`src/rtl/ann_ctrl_pkg.sv`:
```
// Shared types and constants for the ANN load sequencer.
//   ann_seq_state_t        : controller FSM state encoding
//   SEG_BLANK              : seven-segment pattern for "nothing latched yet"
//   DEFAULT_TIMEOUT_CYCLES : default bound on any single wait state
package ann_ctrl_pkg;

    typedef enum logic [2:0] {
        IDLE,
        REQ,
        XFER,
        START,
        RUN,
        ERR
    } ann_seq_state_t;

    localparam logic [7:0] SEG_BLANK              = 8'hFF;
    localparam int         DEFAULT_TIMEOUT_CYCLES = 1024;

endpackage

```
`src/rtl/ann_timeout_counter.sv`:
```
// Wait-state watchdog for the ANN load sequencer.
//   clk, rst : clock, async active-high reset
//   clear    : restart the count from zero (takes priority over enable)
//   enable   : count this cycle (controller is in a timed wait state)
//   expired  : enabled and the count has reached TIMEOUT_CYCLES-1
module ann_timeout_counter #(
    parameter int TIMEOUT_CYCLES = 1024
) (
    input  logic clk,
    input  logic rst,
    input  logic clear,
    input  logic enable,
    output logic expired
);

    localparam int              CNT_W = (TIMEOUT_CYCLES > 1) ? $clog2(TIMEOUT_CYCLES) : 1;
    localparam logic [CNT_W-1:0] LAST = CNT_W'(TIMEOUT_CYCLES - 1);

    logic [CNT_W-1:0] count;

    // Saturates at LAST so a stalled controller can never wrap back to zero.
    always_ff @(posedge clk or posedge rst) begin
        if (rst)
            count <= '0;
        else if (clear)
            count <= '0;
        else if (enable && count != LAST)
            count <= count + 1'b1;
    end

    assign expired = enable && (count == LAST);

endmodule

```
`src/rtl/ann_load_sequencer.sv`:
```
// Sequences one ANN classification run: fetches NUM_SETS coefficient sets
// over the verification bus (get_data/bus_busy handshake), pulses
// start_detecting to the ANN core, waits for ann_done and latches the result.
//   start, abort          : run request (IDLE only) / cancel from any state
//   get_data, which_data  : bus request and index of the set being fetched
//   bus_busy              : bus transfer in progress (rise = ack, fall = end)
//   image_weights_loaded  : every set of the current run has been transferred
//   start_detecting       : one-cycle kick to the ANN core
//   ann_done, ann_seven_seg : core completion and its result
//   seven_seg             : last successfully latched result (blank after reset)
//   done, busy, error     : success pulse, not-idle flag, sticky timeout flag
module ann_load_sequencer
    import ann_ctrl_pkg::*;
#(
    parameter int NUM_SETS       = 4,
    parameter int SEL_W          = 2,
    parameter int TIMEOUT_CYCLES = DEFAULT_TIMEOUT_CYCLES
) (
    input  logic             clk,
    input  logic             rst,
    input  logic             start,
    input  logic             abort,
    output logic             get_data,
    output logic [SEL_W-1:0] which_data,
    input  logic             bus_busy,
    output logic             image_weights_loaded,
    output logic             start_detecting,
    input  logic             ann_done,
    input  logic [7:0]       ann_seven_seg,
    output logic [7:0]       seven_seg,
    output logic             done,
    output logic             busy,
    output logic             error
);

    localparam logic [SEL_W-1:0] LAST_SET = SEL_W'(NUM_SETS - 1);

    ann_seq_state_t   state, state_next;
    logic [SEL_W-1:0] set_idx_next;
    logic             get_data_next;
    logic             loaded_next;
    logic             start_det_next;
    logic [7:0]       seg_next;
    logic             done_next;
    logic             error_next;
    logic             timer_clear;
    logic             timer_en;
    logic             timer_expired;

    // which_data is the set index register itself, so it is stable for the
    // whole REQ/XFER pair of a set.
    always_ff @(posedge clk or posedge rst) begin
        if (rst) begin
            state                <= IDLE;
            which_data           <= '0;
            get_data             <= 1'b0;
            image_weights_loaded <= 1'b0;
            start_detecting      <= 1'b0;
            seven_seg            <= SEG_BLANK;
            done                 <= 1'b0;
            busy                 <= 1'b0;
            error                <= 1'b0;
        end else begin
            state                <= state_next;
            which_data           <= set_idx_next;
            get_data             <= get_data_next;
            image_weights_loaded <= loaded_next;
            start_detecting      <= start_det_next;
            seven_seg            <= seg_next;
            done                 <= done_next;
            busy                 <= (state_next != IDLE);
            error                <= error_next;
        end
    end

    always_comb begin
        state_next     = state;
        set_idx_next   = which_data;
        get_data_next  = get_data;
        loaded_next    = image_weights_loaded;
        start_det_next = 1'b0;
        seg_next       = seven_seg;
        done_next      = 1'b0;
        error_next     = error;

        case (state)
            IDLE: begin
                if (start && !abort) begin
                    state_next    = REQ;
                    error_next    = 1'b0;
                    set_idx_next  = '0;
                    loaded_next   = 1'b0;
                    get_data_next = 1'b1;
                end
            end
            REQ: begin
                // bus_busy already high on the first REQ cycle is a valid ack.
                if (bus_busy) begin
                    state_next    = XFER;
                    get_data_next = 1'b0;
                end else if (timer_expired) begin
                    state_next = ERR;
                end
            end
            XFER: begin
                if (!bus_busy) begin
                    if (which_data == LAST_SET) begin
                        state_next     = START;
                        loaded_next    = 1'b1;
                        start_det_next = 1'b1;
                    end else begin
                        state_next    = REQ;
                        set_idx_next  = which_data + 1'b1;
                        get_data_next = 1'b1;
                    end
                end else if (timer_expired) begin
                    state_next = ERR;
                end
            end
            START: state_next = RUN;
            RUN: begin
                // A result arriving on the expiry cycle still counts.
                if (ann_done) begin
                    state_next  = IDLE;
                    seg_next    = ann_seven_seg;
                    done_next   = 1'b1;
                    loaded_next = 1'b0;
                end else if (timer_expired) begin
                    state_next = ERR;
                end
            end
            ERR:     state_next = IDLE;
            default: state_next = IDLE;
        endcase

        if (state_next == ERR) begin
            error_next    = 1'b1;
            get_data_next = 1'b0;
            loaded_next   = 1'b0;
        end

        // abort overrides every other event; result and error stay as they were.
        if (abort && state != IDLE) begin
            state_next     = IDLE;
            get_data_next  = 1'b0;
            loaded_next    = 1'b0;
            start_det_next = 1'b0;
            done_next      = 1'b0;
            seg_next       = seven_seg;
            error_next     = error;
        end
    end

    // Any state change restarts the watchdog, so each timed state gets a
    // fresh budget on entry.
    assign timer_clear = (state_next != state);
    assign timer_en    = (state == REQ) || (state == XFER) || (state == RUN);

    ann_timeout_counter #(
        .TIMEOUT_CYCLES(TIMEOUT_CYCLES)
    ) u_timeout (
        .clk    (clk),
        .rst    (rst),
        .clear  (timer_clear),
        .enable (timer_en),
        .expired(timer_expired)
    );

endmodule

```
`config.mk`:
```
export PLATFORM = sky130hd
export DESIGN_NAME = ann_load_sequencer
export DESIGN_NICKNAME = d
export VERILOG_FILES = /design/src/rtl/ann_ctrl_pkg.sv /design/src/rtl/ann_timeout_counter.sv /design/src/rtl/ann_load_sequencer.sv
export SDC_FILE = /design/constraint.sdc
export NUM_CORES = 1
export LEC_CHECK = 0
export CAP_MARGIN = 30
export CELL_PAD_IN_SITES_DETAIL_PLACEMENT = 1
export CELL_PAD_IN_SITES_GLOBAL_PLACEMENT = 1
export CORE_ASPECT_RATIO = 0.5
export CORE_UTILIZATION = 36
export CTS_CLUSTER_SIZE = 10
export DETAILED_ROUTE_END_ITERATION = 8
export PLACE_DENSITY = 0.82
export SYNTH_ARGS = -nofsm -noshare
export SYNTH_HDL_FRONTEND = slang
export SYNTH_SLANG_ARGS = --single-unit
```
`constraint.sdc`:
```
create_clock -name clk -period 2.1 [get_ports clk]
set_input_delay 0.21 -clock clk [delete_from_list [all_inputs] [get_ports clk]]
set_output_delay 0.21 -clock clk [all_outputs]
set_load 0.02 [all_outputs]
```
==> results.yml <==
sta:
  fin_ws_ns: 0.123
  finalMaxSlewViolations: 0
  fin_tns_setup_ns: 0
  finalClockSkew_ns: 0.00573
  maxSlewHeadroom: 0.625
  fin_crit_sh: 0.941
  fmax_ghz: 0.506
  worst_slew_pin_slew_ns: 0.563
  fin_crit_ns: 1.98
  finalHoldViolations: 0
  setup_viol: 0
  rsz0062_at_grt: "no"
critical_path:
  worst_setup_path_end_kind: "register"
  cp.required_ns: 2.32
  crit_type: "register to register"
  arrival_ns: 2.20
  path_buf_inv: 1
  cpLargestDelayFamily: "compound AO/OA/AOI/OAI gates"
  startpoint_type: "register"
  crit_fanout: 10
  rrSetupSlack_ns: 0.12
  worstPathCellList: "ha_1 > nand3_4 > a2111oi_2 > a311o_1 > a222oi_1 > buf_4 > a21boi_1"
  cpPeakStageDelay_ns: 0.42
  crit_slowest_cell: "dfrtp_1"
route:
  routedWlPerCell_um: 15.4
  drt-total-wl_mm: 4.68
  drcViolationCount: 0
  viasPerCell: 5.34
  ant_nets: 0
  dr.pass1.iters: 4
  dr_total_vias: 1624
  first_iter_violations: 75
yosys:
  seq_area_frac_synth: 0.414
  synthCells: 192
  yosysUniqueCellTypes: 57
  synthTopCellsByArea: "dfrtp_1 30%, dfstp_2 12%, nand2_1 8.2%"
  yosys_warnings: 0
  yosysTopAreaCell: "dfrtp_1"
  async_flop_share: 1.00
  ys_ff_latch: 29
  synth.avg_cell_area_um2: 9.26
  synth_nets: 208
  syn_area_um2: 1780
  synth_edf_count: 0
  synthDominantCellAreaShare: 0.296
  synthFlopType: "dfrtp_1"
floorplanning:
  row_count: 17
  ios: 30
  die-area_um2: 5240
  die_h_um: 51.7
  start_util: 0.389
  die_w_um: 101
  coreArea_um2: 4570
global_routing:
  grt_pass1_vias: 1674
  antenna_found_initial: 0
  grt_pass1_wl_mm: 7.68
  grt_max_degree: 30
  gr-total-overflow: 0
  grt_use_total: 0.193
clocking:
  cts_buffers: 5
  postCtsSetupBuffers: 0
  clock_path_buffers: 2
  cts_root_buffer: "clkbuf_8"
  numClockSinks: 29
  cts_tree: "done"
  htreeDepth: 2
  clkLatencyLatePin_ns: 0.29
  clk_transition_reported_paths_ns: 0.07
layout:
  drive_gt1_frac: 0.223
  layout_common_cells: "39 x nand2_1, 29 x clkdlybuf4s50_1, 19 x dfrtp_1, 18 x buf_4"
  final_core_util: 0.511
  final_nets: 253
  layout_commonest_cell: "nand2_1"
  area_growth_pct: 31.5
  diodes: 0
  instances_no_fill: 304
  fin_area_um2: 2340
  fill_cells: 542
placed_design:
  io_buffers: 29
  gp_congestion: 0.865
  place_worst_setup_slack_ns: -0.0464
  dp_cells: 296
  place_area_um2: 2210
  dpl.hpwl_mm: 3.47
min_path:
  hold_class: "primary input to asynchronous set/reset pin"
power:
  vdd_drop_max_mv: 0.372
  powerDensity_nw_per_um2: 744
  p_leak_nw: 1.04
status:
  status: "completed"
run:
  maxCapViolations: 0
[final timing paths]
check | from | to | cells past startpoint
worst min register to register | seven_seg[1] | seven_seg[1] | 2
worst min-delay path | rst | image_weights_loaded | 3
worst max-delay path | u_timeout.count[0] | u_timeout.count[1] | 7
max in group asynchronous | rst | seven_seg[4] | 3
worst max register to register | u_timeout.count[0] | u_timeout.count[1] | 7
min in group clk | ann_seven_seg[1] | seven_seg[1] | 3
[area by class of cell]
class	instances	area, µm²	area share
multi-input cells	147	945	0.404
flip-flops and latches	29	738	0.316
repair buffers	47	425	0.182
clock buffers	6	82.6	0.0353
well taps	66	82.6	0.0353
clock inverters	2	37.5	0.0161
inverters	7	26.3	0.0112
[cells in the mapped netlist, types with 2 or more instances]
master    count
nand3_1       2
a21oi_1       8
ha_1          2
o21ai_0       5
a222oi_1      2
buf_6         3
and2_1        9
nor2_1       10
nand4_1       3
mux2_2        3
nor4_1        3
xor2_1        9
nand2_1      39
nor4b_1       2
nand3b_1      2
nor3_1        6
buf_4         2
o21a_1        2
nor2b_1       2
inv_1         6
dfstp_2       8
o21ai_1       5
a211oi_1      3
nand2b_1      3
dfrtp_1      21
[flip-flops by register name (all words and copies together), names as in the netlist]
signal / flops
state: 3
start_detecting: 1
get_data: 1
u_timeout.count: 10
busy: 1
error: 1
image_weights_loaded: 1
seven_seg: 8
which_data: 2
done: 1
[where the power goes]
group | total (mW) | switching, mW | internal [mW]
sequential | 0.692 | 0.0601 | 0.632
clock | 0.619 | 0.234 | 0.386
combinational | 0.428 | 0.220 | 0.208
total | 1.74 | 0.514 | 1.23
[logic make-up after synthesis]
| family | Yosys count | share of synthesized area |
|---|---|---|
| and+or+nand+nor | 93 | 0.291 |
| AOI/OAI and AO/OA | 39 | 0.153 |
| DFF | 29 | 0.414 |
| buffers and inverters | 16 | 0.0591 |
| xor gates and xnor gates | 9 | 0.0443 |
| muxes | 4 | 0.0246 |
| adders and majority gates | 2 | 0.0141 |
[worst reg2reg max path: stages (launching register included)]
cell and delay (ns):
dfrtp_1 0.42, ha_1 0.25, nand3_4 0.14, a2111oi_2 0.07
a311o_1 0.33, a222oi_1 0.32, buf_4 0.22, a21boi_1 0.16
[layer usage]
layer / vias to the layer above / GRT usage / wire, µm
li1: 765 / - / -
met2: 28 / 0.354 / 2430
met4: 0 / 0.0556 / 40
met3: 5 / 0.0430 / 144
met1: 826 / 0.232 / 2070
met5: - / 0 / 0
[what timing repair did]
action | 4_1_cts | 5_1_grt
endpoints found under the setup margin | 0 | 13
resized for setup | 0 | 4
hold buffers | 0 | 0
[through the flow]
| step | hold slack (ns) | total power, mW |
|---|---|---|
| 6_report | 0.295 | 1.74 |
| 5_1_grt | 0.370 | 1.81 |
| 4_1_cts | 0.312 | 1.75 |
| 3_5_place_dp | 0.453 | 1.13 |
| 3_3_place_gp | 0.445 | 1.10 |
| 2_1_floorplan | 0.282 | 0.949 |
Note: power is estimated with default switching activity, not from simulation.
